`config.mk`:
```
export PLATFORM = sky130hd
export DESIGN_NAME = ent_grid_arbiter
export DESIGN_NICKNAME = d
export VERILOG_FILES = /design/src/rtl/ent_pkg.sv /design/src/rtl/ent_cell_addr.sv /design/src/rtl/ent_grid_arbiter.sv
export SDC_FILE = /design/constraint.sdc
export NUM_CORES = 1
export LEC_CHECK = 0
export ABC_AREA = 1
export CORE_MARGIN = 5
export CORE_UTILIZATION = 45
export CTS_BUF_LIST = sky130_fd_sc_hd__clkbuf_4 sky130_fd_sc_hd__clkbuf_8
export CTS_CLUSTER_DIAMETER = 30
export DETAILED_ROUTE_END_ITERATION = 10
export DONT_BUFFER_PORTS = 1
export PLACE_DENSITY_LB_ADDON = 0.1
export SETUP_SLACK_MARGIN = 0.05
export SYNTH_ARGS = -nofsm -noshare
export SYNTH_HDL_FRONTEND = slang
export SYNTH_HIERARCHICAL = 1
export SYNTH_SLANG_ARGS = --single-unit
```
`constraint.sdc`:
```
create_clock -name sys_clk -period 3.15 [get_ports sys_clk]
set_input_delay 0.945 -clock sys_clk [delete_from_list [all_inputs] [get_ports sys_clk]]
set_output_delay 0.945 -clock sys_clk [all_outputs]
set_load 0.005 [all_outputs]
```
`src/rtl/ent_pkg.sv`:
```
// Shared definitions for the entity grid: geometry, entity codes and the
// arbiter state encoding.
package ent_pkg;

  localparam int GRID_W     = 40;
  localparam int GRID_H     = 30;
  localparam int CELL_SHIFT = 4;
  localparam int ADDR_W     = 11;
  localparam int CODE_W     = 2;
  localparam int CELLS      = GRID_W * GRID_H;

  typedef enum logic [CODE_W-1:0] {
    ENT_EMPTY = 2'd0,
    ENT_P1    = 2'd1,
    ENT_P2    = 2'd2,
    ENT_WALL  = 2'd3
  } ent_code_e;

  typedef enum logic [2:0] {
    ST_IDLE,
    ST_RD,
    ST_RDWAIT,
    ST_CLR,
    ST_WR
  } arb_state_e;

endpackage

```
`src/rtl/ent_cell_addr.sv`:
```
// Cell (column, row) to linear grid address, row * 40 + column, built from
// shifts and adds so no multiplier is inferred.
module ent_cell_addr
  import ent_pkg::*;
#(
  parameter int COORD_W = 10 - CELL_SHIFT
) (
  input  logic [COORD_W-1:0] col,
  input  logic [COORD_W-1:0] row,
  output logic [ADDR_W-1:0]  addr
);

  logic [ADDR_W-1:0] row_w;
  logic [ADDR_W-1:0] col_w;

  // 40 = 32 + 8; the result wraps at ADDR_W bits
  always_comb begin
    row_w = ADDR_W'(row);
    col_w = ADDR_W'(col);
    addr  = (row_w << 5) + (row_w << 3) + col_w;
  end

endmodule

```
`src/rtl/ent_grid_arbiter.sv`:
```
// Single-port entity grid RAM arbiter: fixed-latency draw reads take every slot
// they need, then clear steps, then handshake writes from the game logic.
module ent_grid_arbiter
  import ent_pkg::*;
(
  input  logic              sys_clk,
  input  logic              sys_reset_n,
  input  logic              pix_ce,
  input  logic              draw_en,
  input  logic [9:0]        draw_x,
  input  logic [9:0]        draw_y,
  output logic [CODE_W-1:0] draw_code,
  input  logic              wr_req,
  input  logic [ADDR_W-1:0] wr_addr,
  input  logic [CODE_W-1:0] wr_code,
  output logic              wr_ack,
  output logic              wr_err,
  input  logic              clr_req,
  output logic              clr_busy,
  output logic [ADDR_W-1:0] mem_addr,
  output logic              mem_we,
  output logic [CODE_W-1:0] mem_wdata,
  input  logic [CODE_W-1:0] mem_rdata
);

  localparam logic [ADDR_W:0] CNT_END = (ADDR_W+1)'(CELLS);

  arb_state_e        state, state_nx;
  logic [ADDR_W:0]   clr_cnt, clr_cnt_nx;
  logic              clr_busy_nx;
  logic [ADDR_W-1:0] mem_addr_nx;
  logic              mem_we_nx;
  logic [CODE_W-1:0] mem_wdata_nx;
  logic              wr_ack_nx, wr_err_nx;
  logic [CODE_W-1:0] draw_code_nx;
  logic [ADDR_W-1:0] cell_addr;
  logic [ADDR_W-1:0] step_addr;
  logic              trigger, clr_start, clr_step, wr_blocked;
  logic              unused_pix_lsbs;

  assign unused_pix_lsbs = ^draw_y[CELL_SHIFT-1:0];

  ent_cell_addr u_cell_addr (
    .col  (draw_x[9:CELL_SHIFT]),
    .row  (draw_y[9:CELL_SHIFT]),
    .addr (cell_addr)
  );

  assign trigger   = pix_ce && draw_en && (draw_x[CELL_SHIFT-1:0] == '0);
  assign clr_start = clr_req && !clr_busy;
  // The start cycle already owns step 0, so an uncontested clear lasts CELLS cycles
  assign clr_step  = clr_start || (clr_busy && (clr_cnt != CNT_END));
  assign step_addr = clr_start ? '0 : clr_cnt[ADDR_W-1:0];
  // A write just acked is still being held by the requester for this sample
  assign wr_blocked = clr_busy || clr_start || (state == ST_WR);

  always_comb begin
    state_nx     = ST_IDLE;
    clr_busy_nx  = clr_busy;
    clr_cnt_nx   = clr_cnt;
    mem_addr_nx  = mem_addr;
    mem_we_nx    = 1'b0;
    mem_wdata_nx = mem_wdata;
    wr_ack_nx    = 1'b0;
    wr_err_nx    = 1'b0;
    draw_code_nx = draw_code;

    if (clr_start) begin
      clr_busy_nx = 1'b1;
      clr_cnt_nx  = '0;
    end else if (clr_busy && (clr_cnt == CNT_END)) begin
      clr_busy_nx = 1'b0;
    end

    if (state == ST_RDWAIT) draw_code_nx = mem_rdata;

    // RD is the only cycle with no access slot; a trigger in RDWAIT is a protocol error
    if (state == ST_RD) begin
      state_nx = ST_RDWAIT;
    end else if (trigger && (state != ST_RDWAIT)) begin
      state_nx    = ST_RD;
      mem_addr_nx = cell_addr;
    end else if (clr_step) begin
      state_nx     = ST_CLR;
      mem_we_nx    = 1'b1;
      mem_addr_nx  = step_addr;
      mem_wdata_nx = ENT_EMPTY;
      clr_cnt_nx   = {1'b0, step_addr} + (ADDR_W+1)'(1);
    end else if (wr_req && !wr_blocked) begin
      state_nx  = ST_WR;
      wr_ack_nx = 1'b1;
      if ({1'b0, wr_addr} < CNT_END) begin
        mem_we_nx    = 1'b1;
        mem_addr_nx  = wr_addr;
        mem_wdata_nx = wr_code;
      end else begin
        wr_err_nx = 1'b1;
      end
    end
  end

  always_ff @(posedge sys_clk or negedge sys_reset_n) begin
    if (!sys_reset_n) begin
      state     <= ST_IDLE;
      clr_busy  <= 1'b0;
      clr_cnt   <= '0;
      mem_addr  <= '0;
      mem_we    <= 1'b0;
      mem_wdata <= '0;
      wr_ack    <= 1'b0;
      wr_err    <= 1'b0;
      draw_code <= '0;
    end else begin
      state     <= state_nx;
      clr_busy  <= clr_busy_nx;
      clr_cnt   <= clr_cnt_nx;
      mem_addr  <= mem_addr_nx;
      mem_we    <= mem_we_nx;
      mem_wdata <= mem_wdata_nx;
      wr_ack    <= wr_ack_nx;
      wr_err    <= wr_err_nx;
      draw_code <= draw_code_nx;
    end
  end

endmodule

```
==> flow_metrics.env <==
export IMPL_yosysTopAreaCellShare=0.349
export IMPL_met1_usage=0.219
export IMPL_tightest_slew_ns=0.520
export IMPL_cts_buffers=5
export IMPL_setup_ws_ns=0.757
export IMPL_final_common_cell="nand2_1"
export IMPL_finalNetCount=382
export IMPL_drt_first_iter_violations=131
export IMPL_path_buf_inv=2
export IMPL_reg2reg_from="clr_cnt[6]$_DFF_PN0_"
export IMPL_grt_ovfl_total=0
export IMPL_hold_class="input port to asynchronous set/reset pin"
export IMPL_yosysUniqueCellTypes=26
export IMPL_grt_pass1_wl_um=9180
export IMPL_ys_ff_latch=33
export IMPL_maxClockFrequency_ghz=0.418
export IMPL_worstSetupPathType="input port to flip-flop"
export IMPL_ios=60
export IMPL_cts_setup_buffers=0
export IMPL_postCtsHoldBufs=0
export IMPL_slowest_delay_ns=0.52
export IMPL_skew_ns=0.00716
export IMPL_critPathMaxFanout=3
export IMPL_layout_common_cells="90 x nand2_1, 52 x inv_1, 50 x nand3_1"
export IMPL_synth_xor_area_frac=0.0296
export IMPL_grtUsageMet2=0.296
export IMPL_crit_family="adder cells"
export IMPL_drive_gt1_frac=0.0732
export IMPL_clock_root_buffer="clkbuf_8"
export IMPL_cts_tree="yes"
export IMPL_port_buffers=0
export IMPL_pwr_share_seq=0.411
export IMPL_p_leak_nw=1.31
export IMPL_met3_usage=0.0499
export IMPL_cts_sinks=33
export IMPL_r2r_end="mem_addr[7]$_DFFE_PN0P_"
export IMPL_hpwl_um=4270
export IMPL_finalCritPeriodShare=0.760
export IMPL_worst_r2r_setup_slack_ns=1.15
export IMPL_via_count=2024
export IMPL_synth_edff_count=0
export IMPL_dr_pass1_iters=5
export IMPL_status="complete, no violations"
export IMPL_synth_simple_area_share=0.402
export IMPL_cts_max_level=2
export IMPL_ir_drop_mv=0.302
export IMPL_start_kind="input port"
export IMPL_avgRoutedWirePerCell_um=14.0
export IMPL_async_flop_share=1.00
export IMPL_yosys_top_cells_area="dfrtp_1 35%, nand2_1 14%, nand3_1 11%, inv_1 8.3%, ha_1 6.3%"
export IMPL_dp_cells=390
export IMPL_clkSlewWorstSetupHoldPaths_ns=0.07
export IMPL_powerDensity_nw_per_um2=618
export IMPL_grt_max_degree=34
export IMPL_rsz0062_at_grt="false"
export IMPL_ant_nets=0
export IMPL_intPower_mw=1.01
export IMPL_dp_slack_ns=0.422
export IMPL_cts_resized=0
export IMPL_synth_main_ff_cell="dfrtp_1"
export IMPL_critical_path_required_ns=3.33
export IMPL_p_sw_frac=0.346
export IMPL_critPathArrivalTime_ns=2.57
export IMPL_netlist_instances=332
export IMPL_globalRoute_busiestLayer="met2"
export IMPL_drc_errors=0
export IMPL_cpMostUsedCell="nand2_1"
export IMPL_yosysTopAreaCell="dfrtp_1"
export IMPL_start_util=0.463
export IMPL_hold_violations=0
export IMPL_slowest_stage="fa_1"
export IMPL_rr_worst_depth=9
export IMPL_fin_tns_setup_ns=0
export IMPL_synthAdderAreaFrac=0.0804
export IMPL_p_switching_mw=0.533
export IMPL_setup_viol=0
export IMPL_gp_congestion=0.844
export IMPL_synth_compound_area_share=0.0169
export IMPL_period_minus_slack_ns=2.39
export IMPL_fin_util=0.488
export IMPL_final_cells=398
export IMPL_die_w_um=82.5
export IMPL_total_power_mw=1.54
export IMPL_gr_usage_all_layers=0.179
export IMPL_yosysWarnings=6
export IMPL_synth_nets=387
export IMPL_relSlewSlack=0.652
export IMPL_slew_viol_final=0
export IMPL_placementRows=26
export IMPL_vias_per_cell=5.09
export IMPL_synth_area_per_cell_um2=7.12
export IMPL_fp_dieH_um=82.5
export IMPL_core_area_um2=5110
export IMPL_dieArea_um2=6800
export IMPL_antenna_found_initial=0
export IMPL_num_antenna_cells=0
export IMPL_p_comb_frac=0.311
export IMPL_ys_seq_area_frac=0.349
export IMPL_synth_area_um2=2360
export IMPL_clockPowerShare=0.278
export IMPL_max_cap_violations=0
export IMPL_end_kind="flip-flop"
export IMPL_grt_pass1_vias=1969
export IMPL_cts_buffer_depth=2
export IMPL_clk_latency_ns=0.29
export IMPL_syn_to_final_growth_pct=5.34
export IMPL_synthMuxAreaShare=0
export IMPL_synth_top_family_by_area="simple AND/OR/NAND/NOR gates"
export IMPL_crit_chain="inv_1 > fa_1 > fa_1 > inv_1 > nand2_1 > nand4_1 > nand2_1 > nand2_1 > nand3_1 > nand2_1 > nand2_1"
export IMPL_wl_um=5570
per-stage QoR:
| step | hold WS, ns | instance area, um2 |
|---|---|---|
| 3_3_place_gp | 0.495 | 2370 |
| 3_5_place_dp | 0.508 | 2370 |
| 5_1_grt | 0.325 | 2490 |
| 4_1_cts | 0.337 | 2490 |
| 6_report | 0.340 | 2490 |
| 2_1_floorplan | 0.472 | 2360 |
power groups by stage:
stage          sequential, mW  clock [mW]  combinational (mW)
2_1_floorplan           0.616           0               0.401
3_3_place_gp            0.643           0               0.478
3_5_place_dp            0.643           0               0.484
4_1_cts                 0.636       0.431               0.488
5_1_grt                 0.648       0.450               0.566
6_report                0.633       0.429               0.478
final cells by class:
type                       instances  area (um2)
tap                               70        87.6
clock inverter                     1        30.0
clock buffer                       7        90.1
sequential                        33         826
multi-input combinational        233        1250
inverter                          53         199
fill                             547        2620
timing repair buffer               1        7.51
logic make-up after synthesis:
logic type | after synthesis
AOI/OAI and AO/OA | 8
xor gates and xnor gates | 8
adders and majority gates | 14
buffers and inverters | 66
DFF | 33
and+or+nand+nor | 203
worst max path at each step:
stage	cells after the start	start	slack (ns)	to
floorplan	10	draw_x[9]	0.58	mem_addr[8]$_DFFE_PN0P_
global placement	11	draw_x[9]	0.44	mem_addr[10]$_DFFE_PN0P_
detailed placement	11	draw_x[9]	0.42	mem_addr[10]$_DFFE_PN0P_
CTS	11	draw_x[9]	0.72	mem_addr[10]$_DFFE_PN0P_
global route	14	draw_x[9]	0.60	mem_addr[9]$_DFFE_PN0P_
finish	11	draw_x[9]	0.76	mem_addr[10]$_DFFE_PN0P_
layer usage:
layer / vias up / wire, um
met2: 60 / 2560
met1: 916 / 2470
met3: 12 / 414
met4: 0 / 127
li1: 1036 / -
met5: - / 0
sequential cells by signal, indices dropped and copies added, names as in the netlist:
register   flops
clr_cnt       12
mem_addr      11
state          3
draw_code      2
mem_wdata      2
clr_busy       1
mem_we         1
wr_err         1
cells in the mapped netlist (2+ instances only):
master	number
a21oi_1	3
buf_2	5
buf_4	5
buf_6	2
dfrtp_1	33
fa_1	2
ha_1	12
inv_1	52
nand2_1	90
nand2_2	4
nand2_4	4
nand3_1	50
nand3_2	2
nand4_1	15
nor2_1	28
nor2_2	2
nor3_1	4
o21ai_0	5
xnor2_1	6
xor2_1	2
No activity file was read; power rests on OpenSTA's default activity.
